`config.mk`:
```
export PLATFORM = sky130hd
export DESIGN_NAME = seq_gen
export DESIGN_NICKNAME = d
export VERILOG_FILES = /design/src/rtl/seq_gen.sv
export SDC_FILE = /design/constraint.sdc
export NUM_CORES = 1
export LEC_CHECK = 0
export ABC_CLOCK_PERIOD_IN_PS = 3350
export BUFFER_PORTS_ARGS = -buffer_cell sky130_fd_sc_hd__buf_2
export CORE_MARGIN = 4
export CORE_UTILIZATION = 35
export DETAILED_ROUTE_END_ITERATION = 10
export MAX_ROUTING_LAYER = met4
export PLACE_DENSITY = 0.57
export RECOVER_POWER = 50
export SLEW_MARGIN = 20
export SYNTH_ARGS = -nofsm -noshare
export SYNTH_HDL_FRONTEND = slang
export SYNTH_SLANG_ARGS = --single-unit
```
`constraint.sdc`:
```
create_clock -name i_clk -period 3.35 [get_ports i_clk]
set_clock_uncertainty 0.2 [all_clocks]
set_input_delay 1.005 -clock i_clk [delete_from_list [all_inputs] [get_ports i_clk]]
set_output_delay 1.005 -clock i_clk [all_outputs]
set_load 0.01 [all_outputs]
```
`src/rtl/seq_gen.sv`:
```
// Serial pattern transmitter: shifts a parallel pattern out MSB-first with valid/frame markers.
// Define SEQ_GEN_LOOP_EN to add the i_stop port and infinite repetition when reps is all-ones.
module seq_gen #(
  parameter int PAT_W   = 8,
  parameter int LEN_W   = 4,
  parameter int CNT_W   = 4,
  parameter int GAP_CYC = 1
) (
  input  logic             i_clk,
  input  logic             i_rst_n,
  input  logic             i_start,
  input  logic [PAT_W-1:0] i_pat,
  input  logic [LEN_W-1:0] i_len,
  input  logic [CNT_W-1:0] i_reps,
`ifdef SEQ_GEN_LOOP_EN
  input  logic             i_stop,
`endif
  output logic             o_x_out,
  output logic             o_x_vld,
  output logic             o_frame,
  output logic             o_busy,
  output logic             o_done
);

  localparam logic [1:0] S_IDLE  = 2'd0;
  localparam logic [1:0] S_SHIFT = 2'd1;
  localparam logic [1:0] S_GAP   = 2'd2;
  localparam logic [1:0] S_DONE  = 2'd3;

  localparam int GAP_LOAD_I = (GAP_CYC > 0) ? GAP_CYC - 1 : 0;
  localparam int GAP_W      = (GAP_LOAD_I > 0) ? $clog2(GAP_LOAD_I + 1) : 1;
  localparam logic [GAP_W-1:0] GAP_LOAD = GAP_W'(GAP_LOAD_I);
  localparam logic [LEN_W-1:0] PAT_W_L  = LEN_W'(PAT_W);

  logic [1:0]       r_state;
  logic [PAT_W-1:0] r_pat;
  logic [LEN_W-1:0] r_len;
  logic [LEN_W-1:0] r_idx;
  logic [CNT_W-1:0] r_cnt;
  logic [GAP_W-1:0] r_gap;
  logic             r_stop;

  logic [1:0]       w_state_n;
  logic [PAT_W-1:0] w_pat_n;
  logic [LEN_W-1:0] w_len_n;
  logic [LEN_W-1:0] w_idx_n;
  logic [CNT_W-1:0] w_cnt_n;
  logic [GAP_W-1:0] w_gap_n;
  logic             w_stop_n;
  logic             w_vld_n;
  logic             w_frame_n;
  logic             w_busy_n;
  logic             w_done_n;
  logic             w_xout_n;
  logic [PAT_W-1:0] w_emit_pat;
  logic [LEN_W-1:0] w_emit_idx;
  logic [PAT_W-1:0] w_sh;
  logic [LEN_W-1:0] w_len_clamp;
  logic             w_stop_in;
  logic             w_inf;

  assign w_len_clamp = (i_len > PAT_W_L) ? PAT_W_L : i_len;

`ifdef SEQ_GEN_LOOP_EN
  assign w_stop_in = i_stop;
  assign w_inf     = (r_cnt == {CNT_W{1'b1}});
`else
  assign w_stop_in = 1'b0;
  assign w_inf     = 1'b0;
`endif

  // Next-state and next-output logic; outputs are registered from these values.
  always_comb begin
    w_state_n  = r_state;
    w_pat_n    = r_pat;
    w_len_n    = r_len;
    w_idx_n    = r_idx;
    w_cnt_n    = r_cnt;
    w_gap_n    = r_gap;
    w_stop_n   = r_stop;
    w_vld_n    = 1'b0;
    w_frame_n  = 1'b0;
    w_busy_n   = 1'b0;
    w_done_n   = 1'b0;
    w_emit_pat = r_pat;
    w_emit_idx = '0;
    case (r_state)
      S_IDLE: begin
        w_stop_n = 1'b0;
        if (i_start) begin
          w_pat_n  = i_pat;
          w_len_n  = w_len_clamp;
          w_cnt_n  = i_reps;
          w_busy_n = 1'b1;
          if (w_len_clamp != '0) begin
            w_state_n  = S_SHIFT;
            w_idx_n    = w_len_clamp - LEN_W'(1);
            w_vld_n    = 1'b1;
            w_frame_n  = 1'b1;
            w_emit_pat = i_pat;
            w_emit_idx = w_len_clamp - LEN_W'(1);
          end else begin
            w_state_n = S_DONE;
            w_done_n  = 1'b1;
          end
        end
      end
      S_SHIFT: begin
        w_busy_n = 1'b1;
        w_stop_n = r_stop | w_stop_in;
        if (r_idx != '0) begin
          w_idx_n    = r_idx - LEN_W'(1);
          w_vld_n    = 1'b1;
          w_emit_idx = r_idx - LEN_W'(1);
        end else if ((r_cnt == '0) || w_stop_n) begin
          w_state_n = S_DONE;
          w_done_n  = 1'b1;
        end else begin
          if (!w_inf) w_cnt_n = r_cnt - CNT_W'(1);
          w_idx_n = r_len - LEN_W'(1);
          if (GAP_CYC != 0) begin
            w_state_n = S_GAP;
            w_gap_n   = GAP_LOAD;
          end else begin
            w_vld_n    = 1'b1;
            w_frame_n  = 1'b1;
            w_emit_idx = r_len - LEN_W'(1);
          end
        end
      end
      S_GAP: begin
        w_busy_n = 1'b1;
        w_stop_n = r_stop | w_stop_in;
        if (r_gap == '0) begin
          w_state_n  = S_SHIFT;
          w_vld_n    = 1'b1;
          w_frame_n  = 1'b1;
          w_emit_idx = r_idx;
        end else begin
          w_gap_n = r_gap - GAP_W'(1);
        end
      end
      default: begin
        w_state_n = S_IDLE;
      end
    endcase
    w_sh     = w_emit_pat >> w_emit_idx;
    w_xout_n = w_vld_n & w_sh[0];
  end

  // State and output registers, cleared asynchronously on reset.
  always_ff @(posedge i_clk or negedge i_rst_n) begin
    if (!i_rst_n) begin
      r_state <= S_IDLE;
      r_pat   <= '0;
      r_len   <= '0;
      r_idx   <= '0;
      r_cnt   <= '0;
      r_gap   <= '0;
      r_stop  <= 1'b0;
      o_x_out <= 1'b0;
      o_x_vld <= 1'b0;
      o_frame <= 1'b0;
      o_busy  <= 1'b0;
      o_done  <= 1'b0;
    end else begin
      r_state <= w_state_n;
      r_pat   <= w_pat_n;
      r_len   <= w_len_n;
      r_idx   <= w_idx_n;
      r_cnt   <= w_cnt_n;
      r_gap   <= w_gap_n;
      r_stop  <= w_stop_n;
      o_x_out <= w_xout_n;
      o_x_vld <= w_vld_n;
      o_frame <= w_frame_n;
      o_busy  <= w_busy_n;
      o_done  <= w_done_n;
    end
  end

endmodule

```
# Word level (Yosys, flattened, before mapping)
# Cells that the tools add are included.
dict set report word_totals {
  word_cells 80
  inputBits 19
  regBits 28
  output_inout_bits 5
}
dict set report classes {
  order_cmp 1
  reduce_logical 12
  addsub 5
  n_shift 1
  n_mux 41
  n_bitwise 1
  n_eq_ne 8
}
# cell n
set op_table {}
lappend op_table {{two-way mux 4 bit} 12}
lappend op_table {{two-way mux 8 bit} 3}
lappend op_table {{case mux 4 bit (2 select lines)} 2}
lappend op_table {{subtractor 4 x 1 -> 4 bit (second input constant)} 4}
lappend op_table {{two-way mux 1 bit} 13}
lappend op_table {{case mux 4 bit (3 select lines)} 1}
lappend op_table {{inequality test 2 bit (second input constant)} 5}
lappend op_table {{two-way mux 2 bit} 4}
lappend op_table {{case mux 1 bit (2 select lines)} 4}
lappend op_table {{AND reduction 4 bit} 2}
lappend op_table {{nonzero test 4 bit} 2}
lappend op_table {{>> shifter 8 x 4 -> 1 bit} 1}
lappend op_table {{case mux 2 bit (3 select lines)} 1}
lappend op_table {{AND reduction 3 bit} 2}
lappend op_table {{> comparator 4 bit (second input constant)} 1}
lappend op_table {{logical NOT 4 bit} 1}
lappend op_table {{nonzero test 2 bit} 2}
lappend op_table {{inequality test 3 bit (second input constant)} 1}
lappend op_table {{case mux 1 bit (3 select lines)} 1}
lappend op_table {{== test 2 x 1 -> 1 bit (second input constant)} 1}
lappend op_table {{== test 2 bit (second input constant)} 1}
lappend op_table {{logical NOT 2 bit} 1}
lappend op_table {{AND reduction 2 bit} 1}
lappend op_table {{OR reduction 2 bit} 1}
lappend op_table {{2 further kinds} 2}

# Logic depth before layout (Yosys ltp)
# Gate-level depths: netlist of run 1.
dict set report logic_depth {
  word_depth 8
  depth_mapped 12
  depth_no_buf 9
}

# Worst setup path before layout of run 1
# Ideal clock, no wire load.
dict set report synth_timing {
  kind {input to register}
  from {input i_len[3]}
  to {register o_x_out}
  path_buffers 2
  cell_stages 11
  arrival_ps 3092
  path_slack_ps -38
  cell_sequence {buf_6 nor2b_1 clkbuf_1 inv_1 ha_1 nor3b_1 nor2_1 o211ai_1 a311o_1 and3_1 nor4_2}
}
dict set report synth_via {
  elab_chain_len 8
  word_cells_on_any_way 15
  classes_between {add/sub: 1; order compare: 1; shift: 1; mux: 10; bitwise: 1; reduce/logical: 1}
}
# item line
set synth_rtl {}
lappend synth_rtl {{start, declared} 13} ;# input logic [LEN_W-1:0] i_len,
lappend synth_rtl {{> comparator 4 bit} 62} ;# assign w_len_clamp = (i_len > PAT_W_L) ? PAT_W_L : i_len;
lappend synth_rtl {{two-way mux 4 bit (*)} 62}
lappend synth_rtl {{subtractor 4 x 1 -> 4 bit or nonzero test 4 bit (tied branches)} {101, 95}}
lappend synth_rtl {{two-way mux 4 bit or two-way mux 8 bit (tied branches)} 95} ;# if (w_len_clamp != '0) begin
lappend synth_rtl {{two-way mux 4 bit or two-way mux 8 bit (tied branches)} 90} ;# if (i_start) begin
lappend synth_rtl {{case mux 4 bit (3 select lines) or two-way mux 8 bit (tied branches)} 87} ;# case (r_state)
lappend synth_rtl {{>> shifter 8 x 4 -> 1 bit} 147} ;# w_sh = w_emit_pat >> w_emit_idx;
lappend synth_rtl {{AND 1 bit (*)} 148} ;# w_xout_n = w_vld_n & w_sh[0];
lappend synth_rtl {{named net w_xout_n} 54} ;# logic w_xout_n;
lappend synth_rtl {{end signal, assigned} 174} ;# o_x_out <= w_xout_n;
lappend synth_rtl {{end, declared} 18} ;# output logic o_x_out,
# Mark *: on every way through the listed nets, which the timed path passes. The rest lies on a longest branch.
# A chain may end at the register's enable or synchronous reset.

# Worst setup path after layout of run 1
dict set report layout_timing {
  from {input i_len[0]}
  to {register o_x_out}
}
# The elaborated chain is that of the path after synthesis.

==> qor.yml, run 1 <==
layout:
  seqCellArea_um2: 676
  n_fill_cell: 503
  diodes: 0
  nets: 262
  drive_above_1_share_pct: 20.5
  areaGrowthSynthToFinish_pct: 15.8
  final_cell_count_no_fill: 301
  multi_input_area_um2: 1010
  final_area_um2: 2060
setup_path:
  cp-start-kind: "primary input"
  r2r-start: "r_state[0]"
  worstPathRequired_ns: 3.31
  crit_path_end: "o_x_out"
  crit_start: "i_len[0]"
  endpoint_kind: "register"
  crit_arrival_ns: 3.04
  critPathKind: "in2reg"
  r2r_slack_ns: 0.46
  r2r_end: "o_x_out"
  cp_max_fo: 5
  r2r.worst_path.cells: 8
global_route:
  grt_remaining_overflow: 0
  grt_usage_pct: 14.5
  grt_max_degree: 28
  grt_pass1_wl_um: 7020
  grt_antenna_before_repair: 0
  grt_pass1_vias: 1427
logic_synthesis:
  async_reset_ff_share_pct: 100
  postSynthAreaPerCell_um2: 8.75
  synth_edf_count: 0
  synth_top_family_by_area: "simple AND/OR/NAND/NOR gates"
  synthSimpleGateAreaFrac_pct: 26.3
  synth_adder_area_share_pct: 5.63
  netlist_area_um2: 1780
  ys_ff_latch: 27
  synthesis.nets: 230
  synth_ff_type: "dfrtp_1"
  synth_xor_area_share_pct: 0.986
  synthMuxAreaShare_pct: 3.52
  synth-compound-area-share_pct: 20.6
  seq_area_frac_synth_pct: 38.0
  yosysWarnings: 0
  yosys.cell_types.count: 53
  netlist_instances: 203
placed_design:
  dp_hpwl_um: 3140
  port_buffers: 23
  dp.cells: 297
  pre_cts_slack_ns: -0.0123
  globalplace.congestion: 0.804
  placed_area_um2: 2020
flow_run:
  cap_viol_max_count: 1
pwr:
  vdd_drop_max_uv: 401
  power_uw: 1830
  pwr_density_cell_nw_per_um2: 887
  p_leak_uw: 0.000938
clock_network:
  cts_tree: "yes"
  clock_latency_ns: 0.27
  post_cts_buffers: 0
  clock_sinks: 27
  cts_root_buffer: "clkbuf_8"
  cts_buffer_depth: 2
  cts_hold_buf: 0
  numCtsBuffers: 3
  htree_levels: 1
  path_clk_slew_ns: 0.09
  cts_resized: 0
floorplan:
  die_x_um: 79.3
  rows: 25
  start_util_pct: 36.9
  core_area_um2: 4820
  die_h_um: 79.3
  num_io_pins: 24
  dieArea_um2: 6280
route:
  drtAntennaViolNets: 0
  vias_per_cell: 5.16
  drt-total-wl_um: 4130
  post_drt_wl_per_cell_um: 13.7
  drc_errors: 0
  drt_iter0_markers: 104
  first_pass_iters: 4
  num_vias: 1553
status:
  status: "finished, violations left"
  violations: "max-capacitance violations"
worst_hold_path:
  min_path_type: "reg2reg"
timing:
  final_hold_viol_count: 0
  period_share_pct: 91.9
  period_needed_ns: 3.08
  rsz0062_at_grt: "no"
  slew_viol_final: 0
  setup_tns_ns: 0
  tightest_slew_ns: 1.49
  finalWorstSetupSlack_ns: 0.273
  max-slew-margin-rel_pct: 0.860
  fmax_mhz: 325
  finalSetupViolations: 0
-- state kept, by name (all words and copies together), names as in the netlist --
| register | cells |
|---|---|
| r_cnt | 4 |
| o_frame | 1 |
| o_busy | 1 |
| o_done | 1 |
| r_state | 2 |
| o_x_out | 1 |
| r_idx | 4 |
| o_x_vld | 1 |
| r_len | 4 |
| r_pat | 8 |
-- stage by stage --
| step | utilization (%) | hold slack (ns) |
|---|---|---|
| after floorplan | - | 0.239 |
| after global placement | 41.8 | 0.258 |
| after detailed placement | 41.8 | 0.259 |
| after CTS | 42.8 | 0.284 |
| after global routing | 42.7 | 0.315 |
| final | 42.7 | 0.283 |
-- per-layer routing --
metal	up-vias	GRT usage, %	wire length [µm]
met5	-	-	0
met4	0	4.12	44
met3	4	1.70	112
met2	21	22.7	1930
met1	733	19.8	2040
li1	795	-	-
-- critical path, cell delays in order --
cell and delay [ns]:
buf_2 0.10, nor2b_1 0.13, inv_1 0.07, ha_1 0.21, or3b_1 0.49, buf_4 0.20, a211oi_1 0.26, a211oi_1 0.09
o31ai_1 0.22, and3_1 0.20, nor4_2 0.05
-- cells by family (layout without fill, tap and decap cells) --
logic type | count (synthesis) | in the layout
AND/OR/NAND/NOR | 87 | 87
AO/OA/AOI/OAI | 55 | 55
flip-flops | 27 | 27
buffers and inverters | 18 | 49
adder cells (fa/ha/maj) | 8 | 8
multiplexers | 6 | 6
XOR/XNOR | 2 | 2
-- placed cells by master, fill, tap and decap left out, types with 2 or more instances in the layout --
cell type  netlist  routed
nor2_1          13      12
buf_4            1      11
mux2i_1          4       4
nand2_1         39      40
clkbuf_8         0       3
a21oi_1         12      12
inv_1           10      10
or3b_1           2       2
o21ai_0         13      13
nand2b_1         5       5
buf_2            0      22
mux2_2           2       2
nor3_1           5       5
nand3_1          4       4
xor2_1           2       2
o41ai_1          2       2
dfrtp_1         27      27
nor4bb_1         2       2
and3_1           3       3
ha_1             8       8
a21o_1           3       3
o22ai_1          2       2
o211ai_1         2       2
nor2b_1          2       2
clkbuf_1         4       2
a221oi_1         2       2
a211oi_1         5       5
-- synthesized netlist by cell type, drive strengths merged (3+ instances only) --
cell / instances / share of area, %
nor4: 3 / 2.3
a21o: 3 / 1.3
o21ai: 15 / 4.4
and3: 3 / 1.1
buf: 3 / 1.7
ha: 8 / 5.6
nand2b: 5 / 1.8
mux2i: 4 / 2.3
nand3: 4 / 1.1
nor3: 5 / 1.4
dfrtp: 27 / 38
nor2: 13 / 2.7
nand2: 41 / 9.7
a21oi: 13 / 3.9
inv: 11 / 2.3
clkbuf: 4 / 0.84
a211oi: 5 / 2.1
-- worst min-delay path by stage --
| stage | from | endpoint | slack, ns | cells past startpoint |
|---|---|---|---|---|
| floorplan | r_pat[2] | r_pat[2] | 0.24 | 2 |
| global placement | r_pat[6] | r_pat[6] | 0.26 | 2 |
| detailed placement | r_pat[6] | r_pat[6] | 0.26 | 2 |
| CTS | r_pat[6] | r_pat[6] | 0.28 | 2 |
| global route | r_pat[1] | r_pat[1] | 0.32 | 1 |
| finish | r_pat[6] | r_pat[6] | 0.28 | 2 |
-- area by class of cell --
class	instances	area share [%]
repair buffers	34	9.55
inverters	11	2.01
flip-flops and latches	27	32.8
multi-input cells	158	49.3
clock buffers	4	2.19
well taps	67	4.08
-- power by group --
part           internal (µW)  switching (µW)  total (µW)
Combinational            448             588        1040
Clock                   85.2             102         187
Sequential               482             120         602
Note: power is estimated with default switching activity, not from simulation.
==> inputs of run 2 (changes only) <==
--- a/config.mk
+++ b/config.mk
@@ -9,6 +9,7 @@
 export BUFFER_PORTS_ARGS = -buffer_cell sky130_fd_sc_hd__buf_2
 export CORE_MARGIN = 4
 export CORE_UTILIZATION = 35
+export CTS_BUF_LIST = sky130_fd_sc_hd__clkbuf_8 sky130_fd_sc_hd__clkbuf_16
 export DETAILED_ROUTE_END_ITERATION = 10
 export MAX_ROUTING_LAYER = met4
 export PLACE_DENSITY = 0.57
==> qor.yml, run 2 (synthesis results as in run 1) <==
worst_hold_path:
  min-delay-start: "r_pat[6]"
  min_path_type: "reg2reg"
route:
  drtAntennaViolNets: 0
  drt-total-wl_um: 4130
  num_vias: 1555
  vias_per_cell: 5.17
  drc_errors: 0
  drt_iter0_markers: 104
  first_pass_iters: 4
  post_drt_wl_per_cell_um: 13.7
status:
  violations: "max-capacitance violations"
  status: "finished, violations left"
global_route:
  grt_pass1_wl_um: 7020
  grt_max_degree: 28
  grt_usage_pct: 14.5
  grt_pass1_vias: 1427
  grt_antenna_before_repair: 0
  grt_remaining_overflow: 0
placed_design:
  dp_hpwl_um: 3140
  globalplace.congestion: 0.804
  port_buffers: 23
  placed_area_um2: 2020
layout:
  top_register: "r_pat"
  diodes: 0
  n_fill_cell: 503
  seqCellArea_um2: 676
  final_common_cell: "nand2_1"
  final_cell_mix: "nand2_1, dfrtp_1, buf_2"
  areaGrowthSynthToFinish_pct: 15.8
  largest_reg_flops: 8
  final_area_um2: 2060
  nets: 262
  drive_above_1_share_pct: 20.5
  multi_input_area_um2: 1010
floorplan:
  start_util_pct: 36.9
  dieArea_um2: 6280
  num_io_pins: 24
  core_area_um2: 4820
  die_x_um: 79.3
  rows: 25
  die_h_um: 79.3
timing:
  rsz0062_at_grt: "no"
  slew_viol_final: 0
  max-slew-margin-rel_pct: 0.846
  finalSetupViolations: 0
  setup_tns_ns: 0
  period_needed_ns: 3.07
  tightest_slew_ns: 1.49
  fmax_mhz: 325
  final_hold_viol_count: 0
  period_share_pct: 91.7
setup_path:
  crit_arrival_ns: 3.06
  cp.buffers_inverters: 2
  cp_num_cells: 10
  cp_max_fo: 5
  cp-start-kind: "primary input"
  max_stage_delay_ns: 0.49
  crit_start: "i_len[0]"
  r2r-start: "r_state[0]"
  worstPathRequired_ns: 3.34
  critPathTopFamily: "simple AND/OR/NAND/NOR gates"
  r2r.worst_path.cells: 8
  r2r_slack_ns: 0.47
  critPathKind: "in2reg"
  critPathSlowestCell: "nor3b_1"
  crit_chain: "buf_2 -> nor2b_1 -> inv_1 -> ha_1 -> nor3b_1 -> o21ai_0 -> a21o_1 -> a311o_1 -> and3_1 -> nor4_2"
  endpoint_kind: "register"
  crit_path_end: "o_x_out"
  r2r_end: "o_x_out"
pwr:
  power_frac_clock_pct: 10.1
  swShare_pct: 44.5
  p_comb_share_pct: 56.8
  power.switching_uw: 811
  p_int_uw: 1010
  vdd_drop_max_uv: 402
  p_seq_share_pct: 33.0
  p_leak_uw: 0.000942
  pwr_density_cell_nw_per_um2: 886
flow_run:
  cap_viol_max_count: 1
clock_network:
  cts_hold_buf: 0
  numCtsBuffers: 3
  clock_sinks: 27
  cts_buffer_depth: 2
  cts_resized: 0
  clock_latency_ns: 0.27
  cts_tree: "yes"
  cts_root_buffer: "clkbuf_8"
  path_clk_slew_ns: 0.09
  post_cts_buffers: 0
  htree_levels: 1
==> run 2: final cells by class <==
class / count / share of cell area (%)
multi-input cells: 158 / 49.3
flip-flops and latches: 27 / 32.8
repair buffers: 34 / 9.55
well taps: 67 / 4.08
clock buffers: 3 / 2.01
inverters: 11 / 2.01
clock inverters: 1 / 0.182
==> run 2: power groups by stage <==
stage          logic (µW)  registers [µW]  clock network, µW
3_3_place_gp         1030             613                  0
6_report             1040             602                185
3_5_place_dp         1040             608                  0
5_1_grt              1170             623                213
4_1_cts              1050             602                196
2_1_floorplan         789             591                  0
==> run 2: how the worst min path moves through the flow <==
stage                    end  slack [ns]  depth (start not counted)
floorplan           r_pat[2]        0.24                          2
global placement    r_pat[6]        0.26                          2
detailed placement  r_pat[6]        0.26                          2
CTS                 r_pat[6]        0.28                          2
global route        r_pat[1]        0.32                          1
finish              r_pat[6]        0.28                          2
==> run 2: worst register-to-register path, delay by kind of cell (launching register included) <==
family                     cells  cell delay [ns]
DFF                            1             0.46
and+or+nand+nor                4             1.24
AOI/OAI and AO/OA              2             0.45
adders and majority gates      1             0.33
buffers and inverters          1             0.12
==> run 2: routing by layer <==
metal | global-route usage [%] | vias up | share of wire [%]
met3 | 1.70 | 4 | 2.5
met2 | 22.7 | 19 | 47
met5 | - | - | 0
met1 | 19.8 | 736 | 50
met4 | 4.12 | 0 | 1.1
li1 | - | 796 | -
==> run 2: per-stage QoR <==
stage / total power [µW] / worst slack (ns) / cells / hold WS (ns) / utilization [%]
global route: 2000 / 0.0292 / 301 / 0.315 / 42.7
global placement: 1650 / 0.0478 / 297 / 0.258 / 41.8
floorplan: 1380 / 0.0554 / 203 / 0.239 / -
detailed placement: 1650 / -0.0123 / 297 / 0.259 / 41.8
finish: 1820 / 0.276 / 301 / 0.283 / 42.7
CTS: 1850 / 0.278 / 301 / 0.284 / 42.8
